`config.mk`:
```
export PLATFORM = sky130hd
export DESIGN_NAME = mc_control_fsm
export DESIGN_NICKNAME = d
export VERILOG_FILES = /design/src/rtl/mc_ctrl_pkg.sv /design/src/rtl/mc_out_deco.sv /design/src/rtl/mc_control_fsm.sv
export SDC_FILE = /design/constraint.sdc
export NUM_CORES = 1
export LEC_CHECK = 0
export BUFFER_PORTS_ARGS = -buffer_cell sky130_fd_sc_hd__buf_2
export CAP_MARGIN = 30
export CORE_AREA = 3 3 40 42
export CTS_BUF_LIST = sky130_fd_sc_hd__clkbuf_2
export CTS_CLUSTER_DIAMETER = 60
export DETAILED_ROUTE_END_ITERATION = 10
export DIE_AREA = 0 0 43 45
export GPL_ROUTABILITY_DRIVEN = 0
export PLACE_DENSITY = 0.82
export SLEW_MARGIN = 10
export SYNTH_ARGS = -nofsm -noshare
export SYNTH_HDL_FRONTEND = slang
export SYNTH_SLANG_ARGS = --single-unit
```
`constraint.sdc`:
```
create_clock -name clk -period 2 [get_ports clk]
set_input_delay 0.1 -clock clk [delete_from_list [all_inputs] [get_ports clk]]
set_output_delay 0.1 -clock clk [all_outputs]
set_load 0.01 [all_outputs]
```
`src/rtl/mc_ctrl_pkg.sv`:
```
// Shared types and constants for the multicycle control unit.
package mc_ctrl_pkg;

    localparam int unsigned STATE_W = 4;

    typedef enum logic [STATE_W-1:0] {
        FETCH   = 4'd0,
        DECODE  = 4'd1,
        EXEC_R  = 4'd2,
        EXEC_I  = 4'd3,
        ALU_WB  = 4'd4,
        MEM_ADR = 4'd5,
        MEM_RD  = 4'd6,
        MEM_WR  = 4'd7,
        MEM_WB  = 4'd8,
        BRANCH  = 4'd9
    } state_t;

    localparam logic [1:0] OP_DP  = 2'b00;
    localparam logic [1:0] OP_MEM = 2'b01;
    localparam logic [1:0] OP_BR  = 2'b10;

    localparam logic [1:0] SRCB_REG  = 2'd0;
    localparam logic [1:0] SRCB_IMM  = 2'd1;
    localparam logic [1:0] SRCB_FOUR = 2'd2;

    localparam logic [1:0] RES_ALUOUT = 2'd0;
    localparam logic [1:0] RES_DATA   = 2'd1;
    localparam logic [1:0] RES_ALU    = 2'd2;

    typedef struct packed {
        logic       ir_w;
        logic       pc_w;
        logic       adr_src;
        logic       alu_src_a;
        logic [1:0] alu_src_b;
        logic [1:0] result_src;
        logic       reg_w;
        logic       mem_w;
        logic       branch;
        logic       alu_op;
        logic       instr_done;
    } ctrl_t;

endpackage

```
`src/rtl/mc_out_deco.sv`:
```
// Moore control word for each state; ready only matters where memory is accessed.
module mc_out_deco
    import mc_ctrl_pkg::*;
(
    input  state_t state,
    input  logic   ready,
    output ctrl_t  ctrl
);

    always_comb begin
        ctrl = '0;
        case (state)
            FETCH: begin
                ctrl.alu_src_a  = 1'b1;
                ctrl.alu_src_b  = SRCB_FOUR;
                ctrl.result_src = RES_ALU;
                ctrl.ir_w       = ready;
                ctrl.pc_w       = ready;
            end
            DECODE: begin
                ctrl.alu_src_a  = 1'b1;
                ctrl.alu_src_b  = SRCB_FOUR;
                ctrl.result_src = RES_ALU;
            end
            EXEC_R: begin
                ctrl.alu_src_b = SRCB_REG;
                ctrl.alu_op    = 1'b1;
            end
            EXEC_I: begin
                ctrl.alu_src_b = SRCB_IMM;
                ctrl.alu_op    = 1'b1;
            end
            ALU_WB: begin
                ctrl.result_src = RES_ALUOUT;
                ctrl.reg_w      = 1'b1;
                ctrl.instr_done = 1'b1;
            end
            MEM_ADR: begin
                ctrl.alu_src_b = SRCB_IMM;
            end
            MEM_RD: begin
                ctrl.adr_src = 1'b1;
            end
            MEM_WR: begin
                ctrl.adr_src    = 1'b1;
                ctrl.mem_w      = 1'b1;
                ctrl.instr_done = ready;
            end
            MEM_WB: begin
                ctrl.result_src = RES_DATA;
                ctrl.reg_w      = 1'b1;
                ctrl.instr_done = 1'b1;
            end
            BRANCH: begin
                ctrl.alu_src_b  = SRCB_IMM;
                ctrl.result_src = RES_ALU;
                ctrl.branch     = 1'b1;
                ctrl.instr_done = 1'b1;
            end
            default: ctrl = '0;
        endcase
    end

endmodule

```
`src/rtl/mc_control_fsm.sv`:
```
// Multicycle control sequencer: fetch/decode/execute/memory/write-back with memory wait states.
module mc_control_fsm
    import mc_ctrl_pkg::*;
#(
    parameter int unsigned FUNCT_W   = 6,
    parameter int unsigned I_BIT     = 5,
    parameter int unsigned L_BIT     = 0,
    parameter int unsigned USE_READY = 1
) (
    input  logic               clk,
    input  logic               rst_n,
    input  logic [1:0]         op,
    input  logic [FUNCT_W-1:0] funct,
    input  logic               mem_ready,
    output logic               ir_w,
    output logic               pc_w,
    output logic               adr_src,
    output logic               alu_src_a,
    output logic [1:0]         alu_src_b,
    output logic [1:0]         result_src,
    output logic [1:0]         imm_src,
    output logic [1:0]         reg_src,
    output logic               reg_w,
    output logic               mem_w,
    output logic               branch,
    output logic               alu_op,
    output logic               illegal,
    output logic               instr_done,
    output logic [3:0]         state_o
);

    state_t state_q;
    state_t state_d;
    ctrl_t  ctrl;
    logic   ready;
    logic   dec_illegal;
    logic   unused_funct;

    assign ready        = (USE_READY != 0) ? mem_ready : 1'b1;
    assign dec_illegal  = (state_q == DECODE) && (op == 2'b11);
    assign unused_funct = ^funct;

    mc_out_deco u_out_deco (
        .state (state_q),
        .ready (ready),
        .ctrl  (ctrl)
    );

    always_ff @(posedge clk or negedge rst_n) begin
        if (!rst_n) state_q <= FETCH;
        else        state_q <= state_d;
    end

    always_comb begin
        state_d = state_q;
        case (state_q)
            FETCH:   if (ready) state_d = DECODE;
            DECODE: begin
                case (op)
                    OP_DP:   state_d = funct[I_BIT] ? EXEC_I : EXEC_R;
                    OP_MEM:  state_d = MEM_ADR;
                    OP_BR:   state_d = BRANCH;
                    default: state_d = FETCH;
                endcase
            end
            EXEC_R:  state_d = ALU_WB;
            EXEC_I:  state_d = ALU_WB;
            ALU_WB:  state_d = FETCH;
            MEM_ADR: state_d = funct[L_BIT] ? MEM_RD : MEM_WR;
            MEM_RD:  if (ready) state_d = MEM_WB;
            MEM_WR:  if (ready) state_d = FETCH;
            MEM_WB:  state_d = FETCH;
            BRANCH:  state_d = FETCH;
            default: state_d = FETCH;
        endcase
    end

    // Write enables and pulses are masked by rst_n so FETCH's ready-driven ir_w/pc_w stay low in reset.
    always_comb begin
        ir_w       = ctrl.ir_w & rst_n;
        pc_w       = ctrl.pc_w & rst_n;
        adr_src    = ctrl.adr_src;
        alu_src_a  = ctrl.alu_src_a;
        alu_src_b  = ctrl.alu_src_b;
        result_src = ctrl.result_src;
        reg_w      = ctrl.reg_w & rst_n;
        mem_w      = ctrl.mem_w & rst_n;
        branch     = ctrl.branch & rst_n;
        alu_op     = ctrl.alu_op;
        illegal    = dec_illegal & rst_n;
        instr_done = (ctrl.instr_done | dec_illegal) & rst_n;
        imm_src    = op;
        reg_src    = {(op == OP_MEM) && !funct[L_BIT], op == OP_BR};
        state_o    = 4'(state_q);
    end

endmodule

```
After elaboration in Yosys (flattened, before gate mapping)
Index checks and enable logic that the tools add are counted.
{"block": "totals", "inputBits": 11, "elab_cells": 54, "out_inout_bits": 22, "regBits": 4}
{"block": "op_classes", "n_reduce_logical": 13, "n_eq_ne": 15, "n_mux": 17, "bitwise": 8}
{"operator": "4-bit one-hot mux with 6 select lines", "n": 1}
{"operator": "4-bit by 3-bit == test with 1-bit output (second input constant)", "n": 4}
{"operator": "4-bit two-way mux", "n": 3}
{"operator": "4-bit one-hot mux with 3 select lines", "n": 1}
{"operator": "3-bit OR reduction", "n": 3}
{"operator": "4-bit by 2-bit == test with 1-bit output (second input constant)", "n": 2}
{"operator": "4-bit == test (second input constant)", "n": 2}
{"operator": "1-bit two-way mux", "n": 8}
{"operator": "2-bit one-hot mux with 2 select lines", "n": 2}
{"operator": "2-bit OR reduction", "n": 4}
{"operator": "1-bit AND", "n": 7}
{"operator": "2-bit inequality test (second input constant)", "n": 3}
{"operator": "2-bit == test (second input constant)", "n": 2}
{"operator": "4-bit by 1-bit == test with 1-bit output (second input constant)", "n": 1}
{"operator": "4-bit zero test", "n": 1}
{"operator": "3-bit AND reduction", "n": 1}
{"operator": "2-bit by 1-bit == test with 1-bit output (second input constant)", "n": 1}
{"operator": "1-bit logical AND", "n": 2}
{"operator": "2-bit zero test", "n": 1}
{"operator": "2-bit two-way mux", "n": 1}
{"operator": "1-bit one-hot mux with 2 select lines", "n": 1}
{"operator": "1-bit zero test", "n": 1}
{"operator": "1-bit OR", "n": 1}

Depth between registers and ports, before layout
Gate-level depths: netlist of the first run.
{"block": "depth", "word_depth": 5, "ltp_mapped": 6, "depth_no_buf": 6}

Hierarchy
A second synthesis of the first run with hierarchy kept.
{"block": "hier_totals", "cells_unflattened": 73, "area_unflattened_um2": 561.8}
{"module": "mc_control_fsm", "n_inst": 1, "cells_each": 48, "area_each_um2": 392.9, "seq_area_each_um2": 100.1}
{"module": "mc_out_deco", "n_inst": 1, "cells_each": 25, "area_each_um2": 168.9, "seq_area_each_um2": 0.0}

Worst setup path before layout of the first run
No wires, ideal clock.
{"block": "synth_path", "path_kind": "flip-flop to output port", "startpoint": "reg state_q[0], in the netlist state_o[0]", "endpoint": "out pc_w", "n_path_buf": 2, "arrival_time_ns": 1.355, "slack_ns": 0.545, "required_ns": 1.900, "stages_incl_launch_ff": 6, "path_cell_list": "dfrtp_1 -> buf_6 -> nor2_1 -> nand2_1 -> nor4b_2 -> buf_4"}
{"block": "synth_between", "elab_chain_cells": 3}
{"item": "from (decl)", "line": "mc_control_fsm.sv:32", "rtl": "state_t state_q;"}
{"item": "from (signal assigned)", "line": "mc_control_fsm.sv:51", "rtl": "else state_q <= state_d;"}
{"item": "4-bit zero test", "line": "mc_out_deco.sv:12", "rtl": "case (state)"}
{"item": "2-bit two-way mux", "line": "mc_out_deco.sv:12"}
{"item": "1-bit AND", "line": "mc_control_fsm.sv:81", "rtl": "pc_w = ctrl.pc_w & rst_n;"}
{"item": "to (decl)", "line": "mc_control_fsm.sv:16", "rtl": "output logic pc_w,"}
No other way between the ends.

Worst setup path after layout of the first run
{"block": "layout_path", "startpoint": "reg state_q[2], in the netlist state_o[2]", "endpoint": "out mem_w"}
{"block": "layout_between", "elab_chain_cells": 3}
{"item": "4-bit by 3-bit == test with 1-bit output", "line": "mc_out_deco.sv:12"}
{"item": "1-bit two-way mux", "line": "mc_out_deco.sv:12"}
{"item": "1-bit AND", "line": "mc_control_fsm.sv:87", "rtl": "mem_w = ctrl.mem_w & rst_n;"}
{"item": "to (decl)", "line": "mc_control_fsm.sv:24", "rtl": "output logic mem_w,"}
No other way between the ends.

==> results of run 1 <==
final cells by class:
cell class,instances,area share (%)
inverters,6,3.40
clock buffers,3,2.26
multi-input cells,53,53.8
flip-flops and latches,4,15.1
well taps,15,2.83
repair buffers,29,22.6
metrics by stage:
step | setup slack, ps | util [%] | hold WS, ps
global placement | 593 | 49.7 | -78.1
global route | 153 | 51.6 | 165
finish | 319 | 51.6 | 190
detailed placement | 565 | 49.7 | -68.9
floorplan | 545 | - | -196
CTS | 339 | 51.6 | 190
kinds of logic (layout without fill, tap and decap cells):
group           after synthesis  after routing  share of synthesized area [%]
simple gates                 28             28                           27.7
compound gates               18             18                           22.2
xor+xnor                      1              1                           1.60
flops                         4              4                           18.3
buf+inv                      14             38                           16.5
fa+ha+maj                     6              6                           13.7
final timing paths:
check | to | cells past startpoint | startpoint
max | mem_w | 5 | state_o[2]
min | state_o[0] | 2 | mem_ready
max reg2reg | state_o[0] | 4 | state_o[2]
min reg2reg | state_o[1] | 1 | state_o[3]
max in group asynchronous | state_o[1] | 2 | rst_n
min in group asynchronous | state_o[3] | 2 | rst_n
per-layer routing:
| metal | part of all wire (%) | global-route usage [%] |
|---|---|---|
| met5 | 0 | 0 |
| met4 | 0 | 4.82 |
| met3 | 8.3 | 5.98 |
| met2 | 48 | 24.9 |
| met1 | 43 | 17.4 |
layout by cell type, fill, tap and decap left out, drive strengths merged, types with 3 or more instances in the layout:
master / n
clkbuf: 3
nor3: 6
o21ai: 6
dfrtp: 4
nand2: 4
a21oi: 4
nor2: 10
ha: 6
inv: 6
buf: 28
where the power goes:
group / leakage [nW] / internal (mW) / switching (mW) / total (mW)
logic: 0.305 / 0.213 / 0.251 / 0.464
registers: 0.0530 / 0.108 / 0.108 / 0.216
clock network: 0.0125 / 0.0403 / 0.0322 / 0.0725
total: 0.371 / 0.361 / 0.391 / 0.752
worst register-to-register path: cells and delay by family (launching register included):
kind,cells,cell delay [ps]
flip-flops,1,680
AO/OA/AOI/OAI,1,170
AND/OR/NAND/NOR,3,460
==> impl_results.md, run 1 <==
- Buffer depth of the longest clock path: 2
- Wire length reported by the detailed router: 1.31 mm
- Area inside the core boundary: 1280 um^2
- Area share of the largest cell type after synthesis: 18.3%
- # placed instances: 106
- Cell family contributing the most delay on the critical path: flip-flops
- Clock-pin slew reported for the worst setup and hold paths after clock tree synthesis: 40 ps
- Clock latency at the later pin of the worst-skew pair: 210 ps
- Post-CTS Repair Setup Buffers: 0
- Flip-flop and latch area: 100 um^2
- Critical Path Start Type: flip-flop
- Placed wire-length estimate: 1.00 mm
- Number of DRC markers in iteration 0: 6
- Wire length of the first global-routing pass: 2.18 mm
- Cells after synthesis: 71
- Setup repair after global routing missed its margin: no
- Kind of path behind the tightest hold check: in2reg
- Total Power Consumption: 0.752 mW
- Via count: 562
- Number of detailed-route iterations in the first pass: 4
- Number of vias per cell after detailed routing: 5.11
- Period utilisation layout: 84.0%
- Antenna violations before repair: 0
- Buffering stage count on the worst path with inverters included: 1
- Average detailed-routed wire length per instance: 11.9 um
- Part of the Yosys area used for sequential elements: 18.3%
- Area growth syn-to-layout: 21.3%
- Library cell with the largest summed area after synthesis: sky130_fd_sc_hd__dfrtp_1
- R2r setup slk: 620 ps
- Sort of element at the end of the critical path: output pin
- Post-DRT Antenna Nets: 0
- Leakage power figure: 0.371 nW
- Pins Over Slew Limit: 0
- Pwr Density: 1130 nW/um^2
- Synth cell count leaders: sky130_fd_sc_hd__nor2_1, sky130_fd_sc_hd__buf_4, sky130_fd_sc_hd__ha_1, sky130_fd_sc_hd__inv_1
- Share of async-settable or async-resettable flops after synthesis: 100%
- Global-route total usage across every layer: 14.8%
- Cell at the root of the clock tree: sky130_fd_sc_hd__clkbuf_2
- Post-synth EDFFs: 0
- Post-synthesis average cell area: 7.70 um^2
- Synthesized area: 547 um^2
- Post-cts sizing count: 0
- Count of final hold-check violations: 0
- Share of layout cells above drive strength 1: 37.9%
- Pin count of the biggest net entering global routing: 18
- Period minus WS final: 1680 ps
- Number of flip-flops in the largest register: 4
- Width of the chip: 43 um
- Effective utilization at floorplan: 42.6%
- Net count after synthesis: 88
- Max Fclk: 0.595 GHz
- Endpoint arrival time on the critical path: 1580 ps
- Run status: finished, final reports clean
- Antenna diode instance count: 0
- Number of standard cells in the layout, taps in and fillers out: 110
- Layout Skew: 2.98 ps
- TritonCTS buffer count: 3
- Main area contributors after synthesis: sky130_fd_sc_hd__dfrtp_1, sky130_fd_sc_hd__ha_1, sky130_fd_sc_hd__buf_4
- Number of cell rows: 13
- Total negative slack: 0 ps
- Number of buffers added on ports: 28
- Ys Warns: 0
- Number of filler instances in the final layout: 140
- Dominant synthesized flop cell: sky130_fd_sc_hd__dfrtp_1
- Cell with the largest stage delay on the worst path: sky130_fd_sc_hd__dfrtp_1
- Chip height: 45 um
- Actual slew at the worst max-slew pin: 546 ps
- Number of setup violations in the final report: 0
- Residual DRC count: 0
- Post-cts hold buffer count: 1
- Cell variety after synth: 27
- Most frequent cell after synthesis: sky130_fd_sc_hd__nor2_1
- Worst endpoint required time: 1900 ps
- Critical-path cell list: nand2b_1 > nor2_2 > nand2_1 > nor2_1 > buf_2
- TritonCTS clock tree: yes
- Worst slew margin relative to its limit: 63.6%
- Max VDD drop: 0.000563 V
- Start-to-end type of the worst setup path: reg2out
- Fin nets: 114
- Number of ports placed on the die boundary: 33
- Highest fanout seen on the critical path: 17
- Deepest level of the CTS H-tree: 1
- Post-synthesis register bit count: 4
- Via count of the first global-routing pass: 526
- Area of the die: 1940 um^2
- GRT Residual Overflow: 0
- Max Cap Viol: 0
- Multi-input gate area in the final layout: 357 um^2
- Peak per-stage delay on the critical path: 680 ps
- Final instance area: 663 um^2
- Count of clock tree sinks: 4
- Total placed instance area: 638 um^2
(Power assumes the default switching activity.)
==> run 2, diff against run 1 <==
clock period = 1.67 ns   (was 2 ns; I/O delays follow)
==> impl_results.md, run 2 (synthesized netlist as in run 1, its figures left out) <==
- Max Fclk: 0.640 GHz
- Wire length reported by the detailed router: 1.39 mm
- Number of filler instances in the final layout: 138
- Worst endpoint required time: 1590 ps
- TritonCTS clock tree: yes
- Fin nets: 116
- Post-CTS Repair Setup Buffers: 0
- Post-DRT Antenna Nets: 0
- Layout Skew: 14.5 ps
- Psw: 0.488 mW
- Wire length of the first global-routing pass: 2.09 mm
- Buffer depth of the longest clock path: 2
- Endpoint arrival time on the critical path: 1480 ps
- Max Cap Viol: 0
- P_int: 0.453 mW
- Pins Over Slew Limit: 0
- Critical Path Start Type: flip-flop
- Actual slew at the worst max-slew pin: 296 ps
- Power share of the clock group: 9.7%
- Highest fanout seen on the critical path: 16
- Pwr Density: 1380 nW/um^2
- Placed wire-length estimate: 1.07 mm
- Area inside the core boundary: 1280 um^2
- Top library cells by usage in the layout, fill and taps aside: sky130_fd_sc_hd__buf_2, sky130_fd_sc_hd__nor2_1, sky130_fd_sc_hd__inv_1, sky130_fd_sc_hd__ha_1
- R2r setup slk: 410 ps
- Power share of the sequential group: 25.0%
- Number of cell rows: 13
- Final Hold Slack: 152 ps
- Area growth syn-to-layout: 24.5%
- Fraction of power spent switching nets: 51.9%
- Via count: 598
- Share of total power in combinational logic: 65.2%
- Pin count of the biggest net entering global routing: 17
- Clock-pin slew reported for the worst setup and hold paths after clock tree synthesis: 60 ps
- Chip height: 45 um
- Effective utilization at floorplan: 42.6%
- Number of DRC markers in iteration 0: 18
- Number of vias per cell after detailed routing: 5.34
- Start-to-end type of the worst setup path: reg2out
- Worst slew margin relative to its limit: 80.3%
- Count of clock tree sinks: 4
- Area of the die: 1940 um^2
- Count of final hold-check violations: 0
- Period utilisation layout: 93.5%
- Antenna diode instance count: 0
- Via count of the first global-routing pass: 505
- Timing endpoint of the critical path: illegal
- GRT Residual Overflow: 0
- Cell at the root of the clock tree: sky130_fd_sc_hd__clkbuf_2
- Worst reg2reg path startpoint: state_o[2]
- Deepest level of the CTS H-tree: 1
- Global-route total usage across every layer: 14.2%
- Clock latency at the later pin of the worst-skew pair: 220 ps
- Antenna violations before repair: 0
- Run status: finished, final reports clean
- Total negative slack: 0 ps
- Period minus WS final: 1560 ps
- Launching instance or port of the critical path: state_o[1]
- Number of flip-flops in the largest register: 4
- TritonCTS buffer count: 3
- Number of ports placed on the die boundary: 33
- Most frequent standard cell in the layout excluding fill and tap cells: sky130_fd_sc_hd__buf_2
- Setup repair after global routing missed its margin: no
- Number of standard cells in the layout, taps in and fillers out: 112
- Average detailed-routed wire length per instance: 12.4 um
- Max VDD drop: 0.000506 V
- Leakage power figure: 0.379 nW
- Kind of path behind the tightest hold check: in2reg
- Number of detailed-route iterations in the first pass: 5
- Residual DRC count: 0
- Share of layout cells above drive strength 1: 41.2%
- Length in cells of the worst reg-to-reg path: 5
- # placed instances: 108
- Reg-to-reg critical path endpoint: state_o[0]
- Number of buffers added on ports: 28
- Sort of element at the end of the critical path: output pin
- Number of setup violations in the final report: 0
- Width of the chip: 43 um
==> run 2: area by class of cell <==
type / instances / area (um^2) / area share, %
clock buffer: 3 / 15.0 / 2.21
inverter: 6 / 22.5 / 3.31
multi-input combinational: 53 / 357 / 52.4
sequential: 4 / 103 / 15.1
tap: 15 / 18.8 / 2.76
timing repair buffer: 31 / 165 / 24.3
==> run 2: power by group through the flow <==
stage / logic, mW / registers, mW / clock network, mW
6_report: 0.614 / 0.236 / 0.0916
5_1_grt: 0.667 / 0.248 / 0.0961
4_1_cts: 0.614 / 0.227 / 0.0958
3_5_place_dp: 0.610 / 0.229 / 0
3_3_place_gp: 0.594 / 0.225 / 0
2_1_floorplan: 0.507 / 0.179 / 0
==> run 2: metrics by stage <==
stage          setup WS [ps]  power (mW)  utilization [%]  area, um^2
2_1_floorplan            231       0.687                -         547
3_5_place_dp             291       0.840             50.8         653
4_1_cts                 41.9       0.937             52.8         678
6_report                 108       0.942             53.0         681
5_1_grt                 37.4        1.01             53.0         681
3_3_place_gp             301       0.820             50.8         653
==> run 2: repair_timing <==
item,4_1_cts,5_1_grt
hold buffers,1,0
hold endpoints to repair,4,0
gates resized for setup,0,2
setup endpoints to repair,0,5
==> run 2: worst max-delay path, stage by stage, from the launching register on <==
cell and delay, ps:
sky130_fd_sc_hd__dfrtp_2 500, sky130_fd_sc_hd__nand2b_1 240, sky130_fd_sc_hd__nor3_2 200, sky130_fd_sc_hd__and3_1 190
sky130_fd_sc_hd__buf_2 130
==> run 2: how the worst min path moves through the flow <==
stage | from | end | slack [ps] | cells past startpoint
after global routing | mem_ready | state_o[0] | 160 | 2
final | mem_ready | state_o[0] | 150 | 2
after floorplan | rst_n | state_o[0] | -210 | 0
after CTS | mem_ready | state_o[0] | 140 | 2
after global placement | rst_n | state_o[0] | -100 | 1
after detailed placement | rst_n | state_o[0] | -80 | 1
==> run 2: routing by layer <==
metal	up-vias	global-route usage [%]	routed length (um)	share of wire, %
met3	2	1.20	106	7.6
li1	294	-	-	-
met2	31	25.7	680	49
met5	-	0	0	0
met1	271	16.7	597	43
met4	0	7.23	4	0.29
